<file path="src/rtl/esn_sample_framer.sv">
// Sample framer: buffers ROM read data in a show-ahead FIFO, presents it on a
// valid/ready interface, tags the last sample of each frame and throttles the
// upstream read counter through a conservative stall.
module esn_sample_framer #(
  parameter int unsigned WIDTH     = 16,
  parameter int unsigned DEPTH     = 8,
  parameter int unsigned RD_LAT    = 1,
  parameter int unsigned FRAME_LEN = 64
) (
  input  logic             clk,
  input  logic             sclr,
  input  logic             ce,
  input  logic [WIDTH-1:0] din,
  input  logic             flush,
  output logic             stall,
  output logic             out_valid,
  input  logic             out_ready,
  output logic [WIDTH-1:0] out_data,
  output logic             out_last,
  output logic             overflow,
  output logic [15:0]      frame_cnt
);

  localparam int unsigned PtrW = $clog2(DEPTH);
  localparam int unsigned CntW = PtrW + 1;
  localparam int unsigned IdxW = (FRAME_LEN > 1) ? $clog2(FRAME_LEN) : 1;
  // Wide enough for DEPTH plus up to four in-flight reads.
  localparam int unsigned SumW = CntW + 3;

  localparam logic [IdxW-1:0] LastIdx  = IdxW'(FRAME_LEN - 1);
  localparam logic [CntW-1:0] DepthCnt = CntW'(DEPTH);

  logic [RD_LAT-1:0] ce_pipe_q, ce_pipe_d;
  logic [PtrW-1:0]   wr_ptr_q, wr_ptr_d;
  logic [PtrW-1:0]   rd_ptr_q, rd_ptr_d;
  logic [CntW-1:0]   count_q, count_d;
  logic [IdxW-1:0]   idx_q, idx_d;
  logic [15:0]       frame_cnt_q, frame_cnt_d;
  logic              overflow_q, overflow_d;
  logic [WIDTH-1:0]  mem_q [DEPTH];

  logic              in_valid;
  logic              full;
  logic              pop;
  logic              push_ok;
  logic              mem_we;
  logic [SumW-1:0]   inflight_cnt;

  assign in_valid = ce_pipe_q[RD_LAT-1];
  assign full     = (count_q == DepthCnt);
  assign pop      = out_valid && out_ready;
  // A pop frees the head slot on the same edge, so a full FIFO can still accept.
  assign push_ok  = in_valid && (!full || pop);
  assign mem_we   = push_ok && !flush;

  // Output view of the FIFO head and frame position.
  always_comb begin
    out_valid = (count_q != '0);
    out_data  = out_valid ? mem_q[rd_ptr_q] : '0;
    out_last  = out_valid && (idx_q == LastIdx);
    overflow  = overflow_q;
    frame_cnt = frame_cnt_q;
  end

  // Stall ignores a pop in the current cycle; reads already issued must still fit.
  always_comb begin
    inflight_cnt = '0;
    for (int i = 0; i < RD_LAT; i++) begin
      inflight_cnt = inflight_cnt + SumW'(ce_pipe_q[i]);
    end
    stall = (SumW'(count_q) + inflight_cnt) >= SumW'(DEPTH);
  end

  // Read-latency delay line of ce; flush drops every pending read including this one.
  always_comb begin
    ce_pipe_d = '0;
    if (!flush) begin
      ce_pipe_d[0] = ce;
      for (int i = 1; i < RD_LAT; i++) begin
        ce_pipe_d[i] = ce_pipe_q[i-1];
      end
    end
  end

  // FIFO pointers, occupancy, frame index and sticky status next state.
  always_comb begin
    wr_ptr_d    = wr_ptr_q;
    rd_ptr_d    = rd_ptr_q;
    count_d     = count_q;
    idx_d       = idx_q;
    frame_cnt_d = frame_cnt_q;
    overflow_d  = overflow_q;
    if (flush) begin
      wr_ptr_d = '0;
      rd_ptr_d = '0;
      count_d  = '0;
      idx_d    = '0;
    end else begin
      if (push_ok) begin
        wr_ptr_d = wr_ptr_q + PtrW'(1);
      end
      if (in_valid && full && !pop) begin
        overflow_d = 1'b1;
      end
      if (pop) begin
        rd_ptr_d = rd_ptr_q + PtrW'(1);
        idx_d    = (idx_q == LastIdx) ? '0 : idx_q + IdxW'(1);
        if (out_last) begin
          frame_cnt_d = frame_cnt_q + 16'd1;
        end
      end
      if (push_ok && !pop) begin
        count_d = count_q + CntW'(1);
      end else if (pop && !push_ok) begin
        count_d = count_q - CntW'(1);
      end
    end
  end

  // Control state register.
  always_ff @(posedge clk or negedge sclr) begin
    if (!sclr) begin
      ce_pipe_q   <= '0;
      wr_ptr_q    <= '0;
      rd_ptr_q    <= '0;
      count_q     <= '0;
      idx_q       <= '0;
      frame_cnt_q <= '0;
      overflow_q  <= 1'b0;
    end else begin
      ce_pipe_q   <= ce_pipe_d;
      wr_ptr_q    <= wr_ptr_d;
      rd_ptr_q    <= rd_ptr_d;
      count_q     <= count_d;
      idx_q       <= idx_d;
      frame_cnt_q <= frame_cnt_d;
      overflow_q  <= overflow_d;
    end
  end

  // Sample storage; contents are masked by out_valid so no reset is needed.
  always_ff @(posedge clk) begin
    if (mem_we) begin
      mem_q[wr_ptr_q] <= din;
    end
  end

endmodule
</file>
<file path="config.mk">
export PLATFORM = sky130hd
export DESIGN_NAME = esn_sample_framer
export DESIGN_NICKNAME = d
export VERILOG_FILES = /design/src/rtl/esn_sample_framer.sv
export SDC_FILE = /design/constraint.sdc
export NUM_CORES = 1
export LEC_CHECK = 0
export CAP_MARGIN = 25
export CORE_MARGIN = 2
export CORE_UTILIZATION = 55
export DETAILED_ROUTE_END_ITERATION = 7
export DONT_BUFFER_PORTS = 1
export PLACE_DENSITY_LB_ADDON = 0.3
export SLEW_MARGIN = 25
export SYNTH_ARGS = -nofsm -noshare
export SYNTH_HDL_FRONTEND = slang
export SYNTH_SLANG_ARGS = --single-unit
export TNS_END_PERCENT = 10
</file>
<file path="constraint.sdc">
create_clock -name clk -period 5.2 [get_ports clk]
set_input_delay 0.78 -clock clk [delete_from_list [all_inputs] [get_ports clk]]
set_output_delay 0.78 -clock clk [all_outputs]
set_load 0.02 [all_outputs]
</file>
==> impl_metrics.json, run 1 <==
{
  "cp-start-kind": "register",
  "syn_nets": 422,
  "layout-drive-gt1-share": 0.2220,
  "first_pass_iters": 4,
  "finalHoldViolCount": 0,
  "power_density_nw_per_um2": 451.9,
  "hold_class": "in -> async",
  "via_per_inst": 5.956,
  "fp-row-count": 40,
  "peakVddDrop_uv": 396.1,
  "yosys_warnings": 0,
  "cp_num_buf_inv": 1,
  "clock-sinks": 162,
  "cap_violations": 0,
  "crit_chain": "buf_4 > mux4_2 > mux2i_1 > nor2_1",
  "antenna_found_initial": 0,
  "grt_max_degree": 35,
  "rsz0062_at_grt": "no",
  "io_pins": 57,
  "critPathRequiredTime_ns": 4.42,
  "place_hpwl_um": 7243,
  "r2r_start": "count_q[1]",
  "finalPower_uw": 3403,
  "diodes": 0,
  "worstPathArrival_ns": 2.49,
  "htreeDepth": 4,
  "clkLatencyLatePin_ns": 0.42,
  "post-route-period-util": 0.6286,
  "critical_path_class": "reg -> out",
  "area_growth_syn_to_layout_pct": 11.40,
  "fp.dieH_um": 114.9,
  "worst_pin_slew_ns": 0.9532,
  "netlist_top_cells_count": "edfxtp_1, nor2_1, dfrtp_1, mux4_2, mux2i_1",
  "cts_resized": 0,
  "fin_nets": 436,
  "status": "completed",
  "dieArea_um2": 13190,
  "antenna_left": 0,
  "crit_slowest_cell": "dfrtp_2",
  "drc": 0,
  "slew_viol_final": 0,
  "synth_top_area_cell": "edfxtp_1",
  "wl_per_cell_um": 21.39,
  "synth-seq-cells": 162,
  "clock-root-buffer": "clkbuf_16",
  "ys_seq_area_frac": 0.6944,
  "post-cts-setup-buffers": 0,
  "synth.avg_cell_area_um2": 17.25,
  "cts_hold_buf": 0,
  "skew_ns": 0.006366,
  "cp-startpoint": "rd_ptr_q[0]",
  "place_inst": 534,
  "fmax_mhz": 305.9,
  "cp.depth": 4,
  "end_kind": "primary output",
  "numCtsBuffers": 17,
  "grt_pass1_vias": 3388,
  "die_width_um": 114.9,
  "min_period_ns": 3.269,
  "wirelength_um": 12110,
  "crit_path_max_fanout": 24,
  "start_util": 0.5628,
  "final.setup.tns_ns": 0,
  "setup_violations": 0,
  "crit_family": "multiplexers",
  "slew-limit-headroom": 0.3622,
  "synthArstFlopShare": 0.2099,
  "clk_pin_slew_ns": 0.06,
  "clock_path_buffers": 2,
  "r2r-end": "mem_q[4][6]",
  "p_leak_uw": 0.002547,
  "place_area_um2": 6963,
  "fill_cells": 848,
  "port_buffers": 0,
  "grt_overflow": 0,
  "ys.flop_type": "edfxtp_1",
  "crit_path_end": "out_data[6]",
  "cts_tree": "yes",
  "final_area_um2": 7531,
  "synth_edf_count": 128,
  "syn_area_um2": 6760,
  "yosysTopAreaCellShare": 0.5686,
  "yosysMostFrequentCell": "edfxtp_1",
  "hold_ws_ns": 0.04965,
  "finalNonFillerCells": 566,
  "netlist_instances": 392,
  "place_congestion": 0.7856,
  "ys_types": 47,
  "core_um2": 12010,
  "reg2reg_slack_ns": 2.36,
  "grt_first_pass_wirelength_um": 18820,
  "critPathMaxStageDelay_ns": 0.58,
  "synth_area_leaders": "edfxtp_1, dfrtp_1, mux4_2, mux2i_1, nor2_1",
  "rr_worst_depth": 5,
  "vias": 3371,
  "track_usage": 0.1977,
  "drtIter0Drc": 297
}
## worst min-delay path by stage
stage	start	endpoint	slack (ns)	cells after the start
2_1_floorplan	sclr	ce_pipe_q	0.48	0
3_5_place_dp	sclr	count_q[3]	0.49	0
3_3_place_gp	sclr	count_q[3]	0.49	0
6_report	sclr	count_q[3]	0.05	0
5_1_grt	sclr	count_q[1]	0.03	0
4_1_cts	sclr	count_q[3]	0.03	0
## report_power, final
group | internal (uW) | switching [uW] | leakage, uW
clock | 708 | 483 | 0.000269
combinational | 269 | 427 | 0.000660
sequential | 1440 | 80.5 | 0.00162
total | 2410 | 991 | 0.00255
## flip-flops by register name, summed over array words and instances (netlist names)
register   flops
mem_q        128
frame_cnt     16
idx_q          6
count_q        4
rd_ptr_q       3
wr_ptr_q       3
ce_pipe_q      1
overflow       1
## area by class of cell
| class | count | area, um2 | area share |
|---|---|---|---|
| repair buffers | 11 | 82.58 | 0.01097 |
| inverters | 5 | 18.77 | 0.002492 |
| clock inverters | 12 | 131.4 | 0.01744 |
| well taps | 147 | 183.9 | 0.02442 |
| flip-flops and latches | 162 | 4697 | 0.6237 |
| multi-input cells | 209 | 1981 | 0.2630 |
| clock buffers | 20 | 436.7 | 0.05798 |
## through the flow
step / setup WS (ns) / utilization
2_1_floorplan: 2.143 / -
3_3_place_gp: 2.282 / 0.5796
3_5_place_dp: 2.216 / 0.5797
4_1_cts: 1.883 / 0.6270
5_1_grt: 1.762 / 0.6270
6_report: 1.931 / 0.6270
## per-layer routing
layer,share of wire,vias up,track usage,wire length [um]
met5,0,-,0,0
met4,0.014,0,0.06908,169
met3,0.061,16,0.06906,738
met2,0.51,84,0.3267,6118
met1,0.42,1734,0.2450,5082
li1,-,1537,-,-
## layout by cell type, fill, tap and decap left out, types with 2 or more instances in the layout
cell / count
and3_1: 3
xor2_1: 9
dfrtp_2: 2
nand4b_1: 2
inv_1: 4
edfxtp_1: 128
nand4_1: 6
xnor2_1: 13
o21ai_0: 3
nand3_1: 14
dfrtp_1: 32
inv_6: 3
clkbuf_16: 17
mux2_2: 4
clkinv_2: 2
clkinvlp_4: 3
mux2i_1: 17
nand2_1: 16
clkbuf_1: 3
nor4_4: 2
nand2b_1: 6
bufinv_16: 2
ha_1: 8
a21oi_1: 10
nor3_2: 3
buf_4: 11
mux4_2: 32
nor2b_1: 3
nor2_1: 37
## cell families after synthesis
kind of cell | synth area share
AO/OA/AOI/OAI | 0.02425
XOR/XNOR | 0.02850
adder cells (fa/ha/maj) | 0.01777
buffers and inverters | 0.01406
flip-flops | 0.6944
multiplexers | 0.1384
AND/OR/NAND/NOR | 0.08255
No activity file was read; power rests on OpenSTA's default activity.
==> inputs of run 2 (changes only) <==
Clock period 5.2 ns to 3.05 ns, I/O delays scaled along.
==> run 2 against run 1 <==
  * Largest cell class unchanged
  * Non-clock buffer count grew 4
  * Highest routed layer unchanged
  * Critical path depth grew 4
  * Hold slack gained 0.050 ns
  * Die area is the same
  * Utilization grew 0.22 points
  * Worst setup slack lost 1.3 ns
  * Critical endpoint is now count_q[3]
==> impl_metrics.json, run 2 (synthesized netlist as in run 1, its figures left out) <==
{
  "peakVddDrop_uv": 534.8,
  "place_congestion": 0.7866,
  "layout_common_cells": "edfxtp_1, nor2_1, dfrtp_1",
  "fmax_mhz": 409.5,
  "final.setup.tns_ns": 0,
  "core_um2": 12010,
  "met2_length_um": 6277,
  "slew-limit-headroom": 0.4995,
  "via_per_inst": 6.019,
  "fill_cells": 841,
  "worst_pin_slew_ns": 0.7480,
  "start_util": 0.5628,
  "drtIter0Drc": 245,
  "end_kind": "register",
  "wl_per_cell_um": 21.96,
  "post-route-period-util": 0.8007,
  "fin_nets": 440,
  "critical_path_class": "reg -> reg",
  "wl_met3_um": 716,
  "crit_chain": "or3_4 > and2_4 > a21oi_2 > ha_1 > a21oi_1 > a21boi_0 > mux2i_1 > o311ai_0",
  "place_hpwl_um": 7345,
  "area_growth_syn_to_layout_pct": 11.79,
  "drc": 0,
  "place_area_um2": 6989,
  "crit_family": "compound AO/OA/AOI/OAI gates",
  "critPathMaxStageDelay_ns": 0.51,
  "clk_pin_slew_ns": 0.06,
  "grt_overflow": 0,
  "regMostFlops": "mem_q",
  "crit_slowest_cell": "dfrtp_1",
  "vias": 3425,
  "antenna_found_initial": 0,
  "cap_violations": 0,
  "skew_ns": 0.008207,
  "first_pass_iters": 4,
  "final_area_um2": 7557,
  "p_leak_uw": 0.002575,
  "power_density_nw_per_um2": 762.7,
  "fp-row-count": 40,
  "clock-sinks": 162,
  "numCtsBuffers": 17,
  "setup_violations": 0,
  "critPathRequiredTime_ns": 3.33,
  "finalPower_uw": 5764,
  "crit_path_max_fanout": 8,
  "layout-drive-gt1-share": 0.2227,
  "grt_pass1_vias": 3604,
  "fin_ws_ns": 0.6079,
  "status": "completed",
  "track_usage": 0.2039,
  "clock-root-buffer": "clkbuf_16",
  "htreeDepth": 4,
  "cp_num_buf_inv": 0,
  "rsz0062_at_grt": "no",
  "grt_max_degree": 35,
  "min_period_ns": 2.442,
  "post-place-ws_ns": 0.6126,
  "port_buffers": 0,
  "antenna_left": 0,
  "fp.dieH_um": 114.9,
  "diodes": 0,
  "top_layer_used": "met4",
  "cp-startpoint": "count_q[1]",
  "cts_resized": 0,
  "grt_first_pass_wirelength_um": 19410,
  "r2r_start": "count_q[1]",
  "cp-start-kind": "register",
  "min_from": "flush",
  "finalHoldViolCount": 0,
  "wl_met1_um": 5276,
  "hold_ws_ns": 0.09946,
  "hold_class": "in -> reg",
  "dieArea_um2": 13190,
  "io_pins": 57,
  "layout_commonest_cell": "edfxtp_1",
  "slew_viol_final": 0,
  "wirelength_um": 12490,
  "clock_path_buffers": 2,
  "clkLatencyLatePin_ns": 0.42,
  "largest_reg_flops": 128,
  "cts_tree": "yes",
  "worstPathArrival_ns": 2.72,
  "die_width_um": 114.9
}
-- run 2: worst paths after layout --
kind / endpoint / slack, ns / cells after the start
setup / recovery: count_q[3] / 0.61 / 8
hold reg to reg: idx_q[5] / 0.58 / 2
max in group asynchronous: rd_ptr_q[0] / 2.37 / 2
min in group asynchronous: count_q[1] / 0.49 / 2
setup reg to reg: count_q[3] / 0.61 / 8
hold / removal: idx_q[2] / 0.1 / 1
-- run 2: what timing repair did --
| item | in CTS | in global routing |
|---|---|---|
| buffers inserted | 0 | 0 |
| endpoints found under the setup margin | 0 | 0 |
| hold buffers | 2 | 0 |
| hold endpoints to repair | 34 | 0 |
-- run 2: power by group --
| part | leakage, uW | internal [uW] | switching [uW] |
|---|---|---|---|
| clock network | 0.000268 | 1120 | 844 |
| logic | 0.000688 | 473 | 779 |
| registers | 0.00162 | 2450 | 104 |
| total | 0.00258 | 4040 | 1730 |
-- run 2: cell type report --
class / count / area [um2] / share of cell area
Clock buffer: 18 / 429.2 / 0.05679
Sequential cell: 162 / 4696 / 0.6214
Clock inverter: 13 / 108.9 / 0.01440
Multi-Input combinational cell: 209 / 1981 / 0.2621
Timing Repair Buffer: 15 / 140.1 / 0.01854
Tap cell: 147 / 183.9 / 0.02434
Inverter: 5 / 18.77 / 0.002483
-- run 2: stage by stage --
stage                     instances    util
after global placement          536  0.5819
after floorplan                 392       -
after CTS                       569  0.6292
final                           569  0.6292
after detailed placement        536  0.5819
after global routing            569  0.6292
-- run 2: per-layer routing --
metal  global-route usage  vias up
met4              0.08835        0
met5                    0        -
met1               0.2562     1768
met3              0.06168       14
met2               0.3322       95
li1                     -     1548
==> inputs of run 3 (changes only) <==
Clock period 3.05 ns to 2.5 ns, I/O delays scaled along.
==> run 3 against run 2 <==
  * Die area did not move
  * Via count rose by 3.9%
  * First-iteration DRC count rose by 27%
==> impl_metrics.json, run 3 (synthesized netlist as in run 1, its figures left out) <==
{
  "status": "completed",
  "clockPowerShare": 0.323,
  "drtIter0Drc": 310,
  "antenna_left": 0,
  "start_util": 0.5628,
  "first_pass_iters": 4,
  "hold_ws_ns": 0.01416,
  "min_period_ns": 2.361,
  "post-cts-setup-buffers": 0,
  "end_kind": "primary output",
  "crit_chain": "buf_12 > mux4_2 > mux2i_1 > nor2_1 > buf_4",
  "worst_pin_slew_ns": 0.5055,
  "rr_worst_depth": 8,
  "grt_pass1_vias": 3590,
  "met2_usage": 0.3349,
  "skew_ns": 0.006075,
  "ff_latch_area_um2": 4696,
  "hold_class": "in -> reg",
  "busiest_layer": "met2",
  "net-switching-power_uw": 2142,
  "grt_max_degree": 35,
  "place_hpwl_um": 7187,
  "wirelength_um": 12540,
  "crit_slowest_cell": "mux4_2",
  "area_growth_syn_to_layout_pct": 15.08,
  "wl_per_cell_um": 21.11,
  "fill_cells": 847,
  "crit_path_end": "out_data[6]",
  "r2r-end": "count_q[3]",
  "regMostFlops": "mem_q",
  "critical_path_class": "reg -> out",
  "power_density_nw_per_um2": 942.3,
  "final_area_um2": 7780,
  "sequentialPowerShare": 0.418,
  "grt_first_pass_wirelength_um": 19250,
  "fmax_mhz": 423.5,
  "via_per_inst": 5.988,
  "cp-start-kind": "register",
  "cts_tree": "yes",
  "worstPathArrival_ns": 1.99,
  "core_um2": 12010,
  "fin_ws_ns": 0.1389,
  "numCtsBuffers": 17,
  "cp-startpoint": "rd_ptr_q[0]",
  "combPwrFrac": 0.259,
  "slew-limit-headroom": 0.6612,
  "p_leak_uw": 0.002697,
  "place_area_um2": 7159,
  "post-route-period-util": 0.9445,
  "clk_pin_slew_ns": 0.06,
  "track_usage": 0.2025,
  "die_width_um": 114.9,
  "dieArea_um2": 13190,
  "fin_nets": 464,
  "antenna_found_initial": 0,
  "io_pins": 57,
  "setup_violations": 0,
  "rsz0062_at_grt": "no",
  "crit_family": "multiplexers",
  "finalHoldViolCount": 0,
  "vias": 3557,
  "cap_violations": 0,
  "htreeDepth": 4,
  "clock_path_buffers": 2,
  "reg2reg_slack_ns": 0.23,
  "layout_common_cells": "edfxtp_1, nor2_1, dfrtp_1",
  "place_congestion": 0.7807,
  "clkLatencyLatePin_ns": 0.42,
  "layout_commonest_cell": "edfxtp_1",
  "p_sw_frac": 0.2921,
  "p_int_uw": 5190,
  "diodes": 0,
  "drc": 0,
  "r2r_start": "count_q[1]",
  "grt_overflow": 0,
  "use_met3": 0.06378,
  "cp_num_buf_inv": 2,
  "layout-drive-gt1-share": 0.2595,
  "crit_path_max_fanout": 17,
  "fp-row-count": 40,
  "critPathMaxStageDelay_ns": 0.53,
  "largest_reg_flops": 128,
  "post-place-ws_ns": 0.2589,
  "grt_use_met1": 0.2553,
  "cp.depth": 5,
  "port_buffers": 0,
  "critPathRequiredTime_ns": 2.12,
  "slew_viol_final": 0,
  "peakVddDrop_uv": 738.7,
  "fp.dieH_um": 114.9,
  "clock-root-buffer": "clkbuf_16",
  "multi_input_area_um2": 1981,
  "clock-sinks": 162
}
-- run 3: changes by cell type in the layout (fill, tap and decap cells not counted) --
cell           before  now
buf_12              2    3
buf_4              12   31
buf_6               0    1
clkbuf_16          17   18
clkinv_1            3    4
clkinv_2            3    2
clkinv_4            2    1
clkinvlp_4          0    3
dlygate4sd3_1       1    3
inv_6               4    3
-- run 3: layout make-up --
cell class | instances | share of cell area
well taps | 147 | 0.02364
clock buffers | 18 | 0.05516
multi-input cells | 209 | 0.2546
repair buffers | 39 | 0.04616
inverters | 5 | 0.002412
flip-flops and latches | 162 | 0.6036
clock inverters | 14 | 0.01447
-- run 3: metrics by stage --
| step | util | TNS [ns] | power (uW) | cells |
|---|---|---|---|---|
| 6_report | 0.6477 | 0 | 7331 | 594 |
| 5_1_grt | 0.6477 | 0 | 7639 | 594 |
| 4_1_cts | 0.6453 | 0 | 7345 | 593 |
| 3_5_place_dp | 0.5960 | 0 | 4953 | 557 |
| 3_3_place_gp | 0.5960 | 0 | 4926 | 557 |
| 2_1_floorplan | - | -0.7783 | 4407 | 392 |
-- run 3: worst min path at each step --
| stage | start | to | depth (start not counted) |
|---|---|---|---|
| detailed placement | sclr | count_q[2] | 0 |
| floorplan | sclr | ce_pipe_q | 0 |
| global placement | sclr | count_q[2] | 0 |
| CTS | flush | rd_ptr_q[2] | 1 |
| finish | flush | wr_ptr_q[0] | 1 |
| global route | flush | wr_ptr_q[0] | 1 |
-- run 3: repair_timing --
item	CTS	global route
endpoints found under the hold margin	43	0
setup endpoints to repair	0	11
gates resized for setup	0	1
hold buffers	4	0
-- run 3: power groups by stage --
stage	Clock, uW	Combinational (uW)	Sequential, uW
CTS	2410	1870	3060
detailed placement	0	1840	3110
finish	2370	1900	3070
global route	2510	2050	3070
floorplan	0	1270	3140
global placement	0	1820	3110
-- run 3: routing by layer --
layer | vias to the layer above | wire length (um) | part of all wire
li1 | 1602 | - | -
met1 | 1849 | 5392 | 0.43
met2 | 90 | 6379 | 0.51
met3 | 16 | 595 | 0.047
met4 | 0 | 174 | 0.014
met5 | - | 0 | 0
